<file path="src/rtl/mem_arbiter_pkg.sv">
// Shared types for the IF/MEM single-port memory arbiter.
// State encodings are exported as plain logic constants for the FSM register.
package mem_arbiter_pkg;

  typedef enum logic [1:0] {ARB_IDLE, ARB_REQ, ARB_WAIT, ARB_DROP} arb_state_t;
  typedef enum logic {OWN_IF, OWN_D} owner_t;

  localparam logic [1:0] ST_IDLE = ARB_IDLE;
  localparam logic [1:0] ST_REQ  = ARB_REQ;
  localparam logic [1:0] ST_WAIT = ARB_WAIT;
  localparam logic [1:0] ST_DROP = ARB_DROP;

  localparam int PERF_W = 32;

endpackage

</file>
<file path="src/rtl/mem_arbiter_if.sv">
// Bundle of fetch, data, memory-port and perf signals around the arbiter.
// The arbiter uses the slave view; the pipeline/memory side uses master.
interface mem_arbiter_if #(
  parameter int ADDR_W = 32,
  parameter int DATA_W = 32
);
  localparam int BE_W = DATA_W / 8;

  logic              if_req;
  logic [ADDR_W-1:0] if_addr;
  logic              if_flush;
  logic [DATA_W-1:0] if_rdata;
  logic              if_valid;
  logic              if_stall;

  logic              d_req;
  logic              d_we;
  logic [ADDR_W-1:0] d_addr;
  logic [DATA_W-1:0] d_wdata;
  logic [BE_W-1:0]   d_be;
  logic [DATA_W-1:0] d_rdata;
  logic              d_valid;
  logic              d_stall;

  logic              m_req;
  logic              m_we;
  logic [ADDR_W-1:0] m_addr;
  logic [DATA_W-1:0] m_wdata;
  logic [BE_W-1:0]   m_be;
  logic              m_gnt;
  logic              m_rvalid;
  logic [DATA_W-1:0] m_rdata;

  logic [31:0]       perf_if_wait;
  logic [31:0]       perf_d_wait;

  modport slave (
    input  if_req, if_addr, if_flush,
    input  d_req, d_we, d_addr, d_wdata, d_be,
    input  m_gnt, m_rvalid, m_rdata,
    output if_rdata, if_valid, if_stall,
    output d_rdata, d_valid, d_stall,
    output m_req, m_we, m_addr, m_wdata, m_be,
    output perf_if_wait, perf_d_wait
  );

  modport master (
    output if_req, if_addr, if_flush,
    output d_req, d_we, d_addr, d_wdata, d_be,
    output m_gnt, m_rvalid, m_rdata,
    input  if_rdata, if_valid, if_stall,
    input  d_rdata, d_valid, d_stall,
    input  m_req, m_we, m_addr, m_wdata, m_be,
    input  perf_if_wait, perf_d_wait
  );

endinterface

</file>
<file path="src/rtl/mem_arbiter.sv">
// Single-port memory arbiter: serialises IF fetches and data accesses onto one
// memory port with data priority, one transaction outstanding, flushable fetches.
module mem_arbiter
  import mem_arbiter_pkg::*;
#(
  parameter int ADDR_W = 32,
  parameter int DATA_W = 32
) (
  input  logic         clk,
  input  logic         rst_n,
  mem_arbiter_if.slave bus
);

  localparam int BE_W = DATA_W / 8;

  logic [1:0]        state_q, state_d;
  owner_t            owner_q, owner_d;
  logic              drop_q, drop_d;
  logic              m_req_q, m_req_d;
  logic              m_we_q, m_we_d;
  logic [ADDR_W-1:0] m_addr_q, m_addr_d;
  logic [DATA_W-1:0] m_wdata_q, m_wdata_d;
  logic [BE_W-1:0]   m_be_q, m_be_d;
  logic              if_valid_q, if_valid_d;
  logic              d_valid_q, d_valid_d;
  logic [DATA_W-1:0] if_rdata_q, if_rdata_d;
  logic [DATA_W-1:0] d_rdata_q, d_rdata_d;
  logic [PERF_W-1:0] perf_if_q, perf_if_d;
  logic [PERF_W-1:0] perf_d_q, perf_d_d;

  logic if_stall, d_stall;
  logic d_elig, if_elig, flush_hit;

  assign if_stall  = bus.if_req & ~if_valid_q;
  assign d_stall   = bus.d_req & ~d_valid_q;
  // A requester is blocked in its own valid cycle so a held request is not reissued.
  assign d_elig    = bus.d_req & ~d_valid_q;
  assign if_elig   = bus.if_req & ~bus.if_flush & ~if_valid_q;
  assign flush_hit = bus.if_flush & (owner_q == OWN_IF);

  always_comb begin
    state_d    = state_q;
    owner_d    = owner_q;
    drop_d     = drop_q;
    m_req_d    = m_req_q;
    m_we_d     = m_we_q;
    m_addr_d   = m_addr_q;
    m_wdata_d  = m_wdata_q;
    m_be_d     = m_be_q;
    if_valid_d = 1'b0;
    d_valid_d  = 1'b0;
    if_rdata_d = if_rdata_q;
    d_rdata_d  = d_rdata_q;
    perf_if_d  = perf_if_q + PERF_W'(if_stall);
    perf_d_d   = perf_d_q + PERF_W'(d_stall);

    case (state_q)
      ST_IDLE: begin
        drop_d = 1'b0;
        if (d_elig) begin
          owner_d   = OWN_D;
          m_req_d   = 1'b1;
          m_we_d    = bus.d_we;
          m_addr_d  = bus.d_addr;
          m_wdata_d = bus.d_wdata;
          m_be_d    = bus.d_be;
          state_d   = ST_REQ;
        end else if (if_elig) begin
          owner_d   = OWN_IF;
          m_req_d   = 1'b1;
          m_we_d    = 1'b0;
          m_addr_d  = bus.if_addr;
          m_wdata_d = '0;
          m_be_d    = '1;
          state_d   = ST_REQ;
        end
      end
      ST_REQ: begin
        if (flush_hit) begin
          drop_d = 1'b1;
        end
        if (bus.m_gnt) begin
          m_req_d = 1'b0;
          state_d = (drop_q | flush_hit) ? ST_DROP : ST_WAIT;
        end
      end
      ST_WAIT: begin
        // A flush that coincides with the response still discards the fetch.
        if (flush_hit) begin
          state_d = bus.m_rvalid ? ST_IDLE : ST_DROP;
          drop_d  = ~bus.m_rvalid;
        end else if (bus.m_rvalid) begin
          state_d = ST_IDLE;
          if (owner_q == OWN_IF) begin
            if_valid_d = 1'b1;
            if_rdata_d = bus.m_rdata;
          end else begin
            d_valid_d = 1'b1;
            d_rdata_d = bus.m_rdata;
          end
        end
      end
      ST_DROP: begin
        if (bus.m_rvalid) begin
          state_d = ST_IDLE;
          drop_d  = 1'b0;
        end
      end
      default: begin
        state_d = ST_IDLE;
        drop_d  = 1'b0;
        m_req_d = 1'b0;
      end
    endcase
  end

  always_ff @(posedge clk or negedge rst_n) begin
    if (!rst_n) begin
      state_q    <= ST_IDLE;
      owner_q    <= OWN_IF;
      drop_q     <= 1'b0;
      m_req_q    <= 1'b0;
      m_we_q     <= 1'b0;
      m_addr_q   <= '0;
      m_wdata_q  <= '0;
      m_be_q     <= '0;
      if_valid_q <= 1'b0;
      d_valid_q  <= 1'b0;
      if_rdata_q <= '0;
      d_rdata_q  <= '0;
      perf_if_q  <= '0;
      perf_d_q   <= '0;
    end else begin
      state_q    <= state_d;
      owner_q    <= owner_d;
      drop_q     <= drop_d;
      m_req_q    <= m_req_d;
      m_we_q     <= m_we_d;
      m_addr_q   <= m_addr_d;
      m_wdata_q  <= m_wdata_d;
      m_be_q     <= m_be_d;
      if_valid_q <= if_valid_d;
      d_valid_q  <= d_valid_d;
      if_rdata_q <= if_rdata_d;
      d_rdata_q  <= d_rdata_d;
      perf_if_q  <= perf_if_d;
      perf_d_q   <= perf_d_d;
    end
  end

  assign bus.m_req        = m_req_q;
  assign bus.m_we         = m_we_q;
  assign bus.m_addr       = m_addr_q;
  assign bus.m_wdata      = m_wdata_q;
  assign bus.m_be         = m_be_q;
  assign bus.if_valid     = if_valid_q;
  assign bus.if_rdata     = if_rdata_q;
  assign bus.if_stall     = if_stall;
  assign bus.d_valid      = d_valid_q;
  assign bus.d_rdata      = d_rdata_q;
  assign bus.d_stall      = d_stall;
  assign bus.perf_if_wait = perf_if_q;
  assign bus.perf_d_wait  = perf_d_q;

endmodule

</file>
<file path="src/flat_wrapper.sv">
// flat-port wrapper written by rule: the top's interface ports become plain ports
module mem_arbiter_flat import mem_arbiter_pkg::*;
#(
  parameter int ADDR_W = 32,
  parameter int DATA_W = 32
)
  (clk, rst_n, bus_if_req, bus_if_addr, bus_if_flush, bus_d_req, bus_d_we, bus_d_addr, bus_d_wdata, bus_d_be, bus_m_gnt, bus_m_rvalid, bus_m_rdata, bus_if_rdata, bus_if_valid, bus_if_stall, bus_d_rdata, bus_d_valid, bus_d_stall, bus_m_req, bus_m_we, bus_m_addr, bus_m_wdata, bus_m_be, bus_perf_if_wait, bus_perf_d_wait);
  mem_arbiter_if #(.ADDR_W(ADDR_W), .DATA_W(DATA_W)) bus_i ();
  input  logic clk;
  input  logic rst_n;
  input wire logic [$bits(bus_i.if_req)-1:0] bus_if_req;
  input wire logic [$bits(bus_i.if_addr)-1:0] bus_if_addr;
  input wire logic [$bits(bus_i.if_flush)-1:0] bus_if_flush;
  input wire logic [$bits(bus_i.d_req)-1:0] bus_d_req;
  input wire logic [$bits(bus_i.d_we)-1:0] bus_d_we;
  input wire logic [$bits(bus_i.d_addr)-1:0] bus_d_addr;
  input wire logic [$bits(bus_i.d_wdata)-1:0] bus_d_wdata;
  input wire logic [$bits(bus_i.d_be)-1:0] bus_d_be;
  input wire logic [$bits(bus_i.m_gnt)-1:0] bus_m_gnt;
  input wire logic [$bits(bus_i.m_rvalid)-1:0] bus_m_rvalid;
  input wire logic [$bits(bus_i.m_rdata)-1:0] bus_m_rdata;
  output wire logic [$bits(bus_i.if_rdata)-1:0] bus_if_rdata;
  output wire logic [$bits(bus_i.if_valid)-1:0] bus_if_valid;
  output wire logic [$bits(bus_i.if_stall)-1:0] bus_if_stall;
  output wire logic [$bits(bus_i.d_rdata)-1:0] bus_d_rdata;
  output wire logic [$bits(bus_i.d_valid)-1:0] bus_d_valid;
  output wire logic [$bits(bus_i.d_stall)-1:0] bus_d_stall;
  output wire logic [$bits(bus_i.m_req)-1:0] bus_m_req;
  output wire logic [$bits(bus_i.m_we)-1:0] bus_m_we;
  output wire logic [$bits(bus_i.m_addr)-1:0] bus_m_addr;
  output wire logic [$bits(bus_i.m_wdata)-1:0] bus_m_wdata;
  output wire logic [$bits(bus_i.m_be)-1:0] bus_m_be;
  output wire logic [$bits(bus_i.perf_if_wait)-1:0] bus_perf_if_wait;
  output wire logic [$bits(bus_i.perf_d_wait)-1:0] bus_perf_d_wait;
  assign bus_i.if_req = bus_if_req;
  assign bus_i.if_addr = bus_if_addr;
  assign bus_i.if_flush = bus_if_flush;
  assign bus_i.d_req = bus_d_req;
  assign bus_i.d_we = bus_d_we;
  assign bus_i.d_addr = bus_d_addr;
  assign bus_i.d_wdata = bus_d_wdata;
  assign bus_i.d_be = bus_d_be;
  assign bus_i.m_gnt = bus_m_gnt;
  assign bus_i.m_rvalid = bus_m_rvalid;
  assign bus_i.m_rdata = bus_m_rdata;
  assign bus_if_rdata = bus_i.if_rdata;
  assign bus_if_valid = bus_i.if_valid;
  assign bus_if_stall = bus_i.if_stall;
  assign bus_d_rdata = bus_i.d_rdata;
  assign bus_d_valid = bus_i.d_valid;
  assign bus_d_stall = bus_i.d_stall;
  assign bus_m_req = bus_i.m_req;
  assign bus_m_we = bus_i.m_we;
  assign bus_m_addr = bus_i.m_addr;
  assign bus_m_wdata = bus_i.m_wdata;
  assign bus_m_be = bus_i.m_be;
  assign bus_perf_if_wait = bus_i.perf_if_wait;
  assign bus_perf_d_wait = bus_i.perf_d_wait;
  mem_arbiter #(.ADDR_W(ADDR_W), .DATA_W(DATA_W)) u_core (.clk(clk), .rst_n(rst_n), .bus(bus_i));
endmodule
</file>
<file path="config.mk">
export PLATFORM = sky130hd
export DESIGN_NAME = mem_arbiter_flat
export DESIGN_NICKNAME = d
export VERILOG_FILES = /design/src/rtl/mem_arbiter_pkg.sv /design/src/rtl/mem_arbiter_if.sv /design/src/rtl/mem_arbiter.sv /design/src/flat_wrapper.sv
export SDC_FILE = /design/constraint.sdc
export NUM_CORES = 1
export LEC_CHECK = 0
export ABC_CLOCK_PERIOD_IN_PS = 3150
export CELL_PAD_IN_SITES_DETAIL_PLACEMENT = 1
export CELL_PAD_IN_SITES_GLOBAL_PLACEMENT = 1
export CORE_MARGIN = 8
export CORE_UTILIZATION = 37
export CTS_BUF_LIST = sky130_fd_sc_hd__clkbuf_4
export DETAILED_ROUTE_END_ITERATION = 6
export PLACE_DENSITY_LB_ADDON = 0.25
export SKIP_CTS_REPAIR_TIMING = 1
export SLEW_MARGIN = 20
export SYNTH_ARGS = -nofsm -noshare
export SYNTH_HDL_FRONTEND = slang
export SYNTH_SLANG_ARGS = --single-unit
</file>
<file path="constraint.sdc">
create_clock -name clk -period 3.15 [get_ports clk]
set_input_delay 0.63 -clock clk [delete_from_list [all_inputs] [get_ports clk]]
set_output_delay 0.63 -clock clk [all_outputs]
set_load 0.005 [all_outputs]
</file>
# After elaboration in Yosys (flattened, before gate mapping)
# Cells that the tools add are included.
# totals
ff_bits	204
input_bits	140
# op_classes
add_sub_neg	2
eq_ne	8
mux	33
bitwise_logic	12
n_reduce_logical	9
# ops
op	count
$mux W32	4
$add A32 B1 Y32	2
$mux W1	18
$mux W2	6
$mux W4	2
$pmux W2 S4	1
$reduce_and A4 Y1	2
$not A1 Y1	6
$reduce_and A3 Y1	2
$and A1 B1 Y1	5
$eq A2 B2 Y1 const B	2
$ne A2 B1 Y1 const B	2
$ne A2 B2 Y1 const B	2
$pmux W1 S4	1
$reduce_and A2 Y1	2
$reduce_bool A2 Y1	2
$ne A3 B1 Y1 const B	1
$eq A2 B1 Y1 const B	1
$logic_not A2 Y1	1
$pmux W1 S2	1
$or A1 B1 Y1	1

# Depth between registers and ports, before layout
# logic_depth
depth_word	6
ltp_mapped	9
mapped_depth_nobuf	7

# Worst setup path after synthesis
# OpenSTA, ideal clock, no wires.
# synth_timing
kind	input-to-reg
startpoint	input port bus_d_req
endpoint	register u_core.perf_d_q[22], in the netlist u_core.bus.perf_d_wait[22]
arrival_ps	2232
required_ps	3027
slack_ps	795
path_stages	9
path_cell_list	nand2b_1 buf_2 inv_1 ha_1 nand4_1 nor2_1 clkbuf_1 nand3_1 xnor2_1
# synth_between
elab_chain_cells	2
# synth_rtl
item	line	source
start, declared	flat_wrapper.sv:14	input wire logic [$bits(bus_i.d_req)-1:0] bus_d_req;
$and A1 B1 Y1	mem_arbiter.sv:35	assign d_stall = bus.d_req & ~d_valid_q;
named net bus_d_stall	flat_wrapper.sv:27	output wire logic [$bits(bus_i.d_stall)-1:0] bus_d_stall;
$add A32 B1 Y32	mem_arbiter.sv:55	perf_d_d = perf_d_q + PERF_W'(d_stall);
named net u_core.perf_d_d[22]	mem_arbiter.sv:29	logic [PERF_W-1:0] perf_d_q, perf_d_d;
end signal, assigned	mem_arbiter.sv:147	perf_d_q <= perf_d_d;
end, declared	mem_arbiter.sv:29	
# The timed path passes the listed nets, and every way through them passes these cells.
# A chain may end at the register's enable or synchronous reset.

# Worst setup path in the final report
# layout_timing
startpoint	register u_core.d_valid_q, in the netlist u_core.bus.d_valid
endpoint	output port bus_d_stall
# layout_between
elab_chain_cells	2
# layout_rtl
item	line	source
start, declared	mem_arbiter.sv:25	logic d_valid_q, d_valid_d;
start signal, assigned	mem_arbiter.sv:143	d_valid_q <= d_valid_d;
$not A1 Y1	mem_arbiter.sv:35	
$and A1 B1 Y1	mem_arbiter.sv:35	
end, declared	flat_wrapper.sv:27	
# Every way passes these cells.

==> metrics.csv <==
stage;metric;value;unit
status;outcome;finished clean;
worst_setup_path;crit end category;primary output;
clock_network;CTS tree;done;
logic_synthesis;Mapped Cells;662;
clock_network;Clock Latency Late Sink;0.66;ns
logic_synthesis;Synth Warn #;0;
worst_setup_path;Reg2Reg Depth;7;
detailed_routing;post-detailed-route count of antenna-violating nets;0;
sta;Sum Neg Setup Slack;0;ns
placement;gpl congestion;0.794;
global_route;first-pass GRT wire length;43700;µm
logic_synthesis;Yosys reg bits;204;
detailed_routing;WL final;27700;µm
placement;DP HPWL;20300;µm
detailed_routing;Pre-antenna DRT Iters;4;
clock_network;Clock Pin Slew Worst Setup and Hold Paths;0.06;ns
global_route;Tot GR Track Use;19.7;%
worst_setup_path;critical setup path kind;reg2out;
layout;layout cells sized above 1;16.3;%
logic_synthesis;Post-Syn Area;8390;µm²
die;row count;55;
worst_hold_path;worst min path class;reg2reg;
logic_synthesis;top cell type by total area after synthesis;dfrtp_1;
clock_network;Bufs on Longest Clock Path;3;
logic_synthesis;Post-synth EDFFs;0;
clock_network;cts bufs inserted;56;
sta;post-layout min period;2.64;ns
worst_setup_path;critical path endpoint;bus_d_stall;
logic_synthesis;top-area cell type share of the netlist area;60.9;%
global_route;vias in the first global route;7502;
sta;Clock Skew;0.0376;ns
worst_setup_path;CP startpoint kind;flop;
logic_synthesis;Syn Nets;810;
die;Die Span X;167;µm
layout;Fillers;2358;
die;Core ar.;22400;µm²
logic_synthesis;sequential area share after synthesis;60.9;%
sta;Final Hold Viols;0;
die;IO Count;342;
worst_setup_path;Worst EP arrival;2.01;ns
sta;final setup fails;0;
pwr;Cell Pwr Density;811;nW/µm²
logic_synthesis;Post-synth ARST share;100;%
pwr;Leakage;5.72;nW
worst_setup_path;Worst Path Max Fanout;6;
die;die area;27700;µm²
die;Initial Util;37.4;%
layout;multi-input logic area;3120;µm²
sta;Tcrit/Tclk final;83.9;%
logic_synthesis;Main synth FF type;dfrtp_1;
logic_synthesis;Synth top cells by count;204 x dfrtp_1, 64 x mux2_2, 64 x nand2_1;
logic_synthesis;syn_area_per_cell;12.7;µm²
placement;PortBufs;341;
layout;area added between synthesis and finish;53.9;%
layout;# nets final;1195;
global_route;largest net degree at the start of global routing;76;
worst_setup_path;worst setup path start;u_core.bus.d_valid;
placement;DP Worst Slack;0.0883;ns
die;Die Y;167;µm
logic_synthesis;top-count cell post-synth;dfrtp_1;
sta;fin. max-slew vios;0;
clock_network;Clock Sink Count;204;
worst_setup_path;reg-to-reg slack, setup;0.85;ns
worst_setup_path;FF-to-FF Start;u_core.bus.if_valid;
clock_network;htree depth;2;
global_route;GRT overflow;0;
detailed_routing;DR iter-0 viols;229;
sta;slew margin rel.;45.6;%
clock_network;CTS root buffer;clkbuf_4;
worst_setup_path;reg2reg end;u_core.bus.perf_if_wait[30];
detailed_routing;Remaining DRCs;0;
logic_synthesis;library cells used by synthesis;41;
global_route;initial antenna violation count;1;
sta;worst-margin pin slew;0.809;ns
sta;RSZ-0062 raised after global routing;no;
job;maxcap violations;0;
logic_synthesis;top cells by area, synth;dfrtp_1 61%, mux2_2 8.6%, mux2i_1 3.9%, xnor2_1 3.9%, a22o_1 3.4%;
sta;Fmax achieved;378;MHz
pwr;worst vdd ir;0.514;mV
detailed_routing;DR WL/cell;20.2;µm
detailed_routing;Vias;6744;
layout;register area;5100;µm²
sta;post-route setup slack;0.507;ns
worst_setup_path;Worst EP required;2.52;ns
detailed_routing;drt via density;4.91;
## critical path, stage by stage (launching register included)
cell and delay (ns):
dfrtp_1 0.38, nand2b_2 0.18, inv_1 0.21, clkdlybuf4s50_1 0.59
## metrics by stage
step	power [mW]	area (µm²)	hold slack (ns)	cells	util, %
2_1_floorplan	5.49	8390	0.334	662	-
3_3_place_gp	8.04	12200	0.458	1273	54.3
3_5_place_dp	8.17	12200	0.468	1273	54.3
4_1_cts	10.7	12900	-0.0861	1371	57.5
5_1_grt	11.2	12900	0.496	1373	57.5
6_report	10.5	12900	0.473	1373	57.5
## power breakdown
part	total [mW]	switching, mW	internal, mW
Sequential	4.11	0.556	3.56
Combinational	3.96	1.52	2.45
Clock	2.40	1.10	1.30
## cell usage in the layout, fill, tap and decap left out, types with 2 or more instances in the layout
master             n
clkdlybuf4s50_1  340
dfrtp_1          204
clkbuf_4          85
nand2_1           64
mux2_2            64
xnor2_1           37
o21ai_0           37
a22o_1            33
mux2i_1           33
xor2_1            24
nor2_1            21
nand4_1           20
inv_1             19
nand3_1           16
clkinv_1          12
nor3_1            11
buf_4             10
ha_1               8
nor4_1             5
and4_1             4
o22a_1             4
or2_2              3
nand3b_1           2
and3_1             2
and2_1             2
nor3_2             2
nor4_4             2
buf_12             2
## layer usage
metal | global-route usage, % | part of all wire, % | vias up
met1 | 21.1 | 38 | 3328
met5 | 0 | 0 | -
li1 | - | - | 3118
met3 | 8.89 | 9.7 | 49
met4 | 7.25 | 2.8 | 0
met2 | 33.9 | 50 | 249
## cells by family (layout without fill, tap and decap cells)
logic type,after synthesis,in the layout,share of synthesized area (%)
AND/OR/NAND/NOR,165,165,10.1
adder cells (fa/ha/maj),8,8,1.19
multiplexers,97,97,12.5
flip-flops,204,204,60.9
XOR/XNOR,61,61,6.37
AO/OA/AOI/OAI,81,81,6.68
buffers and inverters,46,471,2.25
other,0,1,0
## state kept, by name, summed over array words and instances (netlist names)
name and cells:
u_core.bus.d_rdata 32, u_core.bus.if_rdata 32, u_core.bus.m_addr 32, u_core.bus.m_wdata 32, u_core.bus.perf_d_wait 32, u_core.bus.perf_if_wait 32
u_core.bus.m_be 4, u_core.state_q 2, u_core.bus.d_valid 1, u_core.bus.if_valid 1, u_core.bus.m_req 1, u_core.bus.m_we 1
u_core.drop_q 1, u_core.owner_q 1
## how the worst min path moves through the flow
stage,cells after the start,to,startpoint,slack [ns]
6_report,1,u_core.bus.perf_if_wait[31],u_core.bus.perf_if_wait[31],0.47
5_1_grt,1,u_core.bus.perf_if_wait[31],u_core.bus.perf_if_wait[31],0.50
4_1_cts,1,u_core.bus.m_addr[6],rst_n,-0.09
3_5_place_dp,1,u_core.bus.perf_if_wait[31],u_core.bus.perf_if_wait[31],0.47
3_3_place_gp,1,u_core.bus.perf_if_wait[31],u_core.bus.perf_if_wait[31],0.46
2_1_floorplan,0,u_core.bus.d_rdata[0],rst_n,0.33
## final cells by class
class / count / share of cell area [%]
inverter: 19 / 0.552
sequential: 204 / 39.5
timing repair buffer: 354 / 27.4
tap: 285 / 2.76
clock buffer: 85 / 4.94
antenna: 1 / 0.0194
clock inverter: 13 / 0.582
multi-input combinational: 412 / 24.2
(Power assumes the default switching activity.)
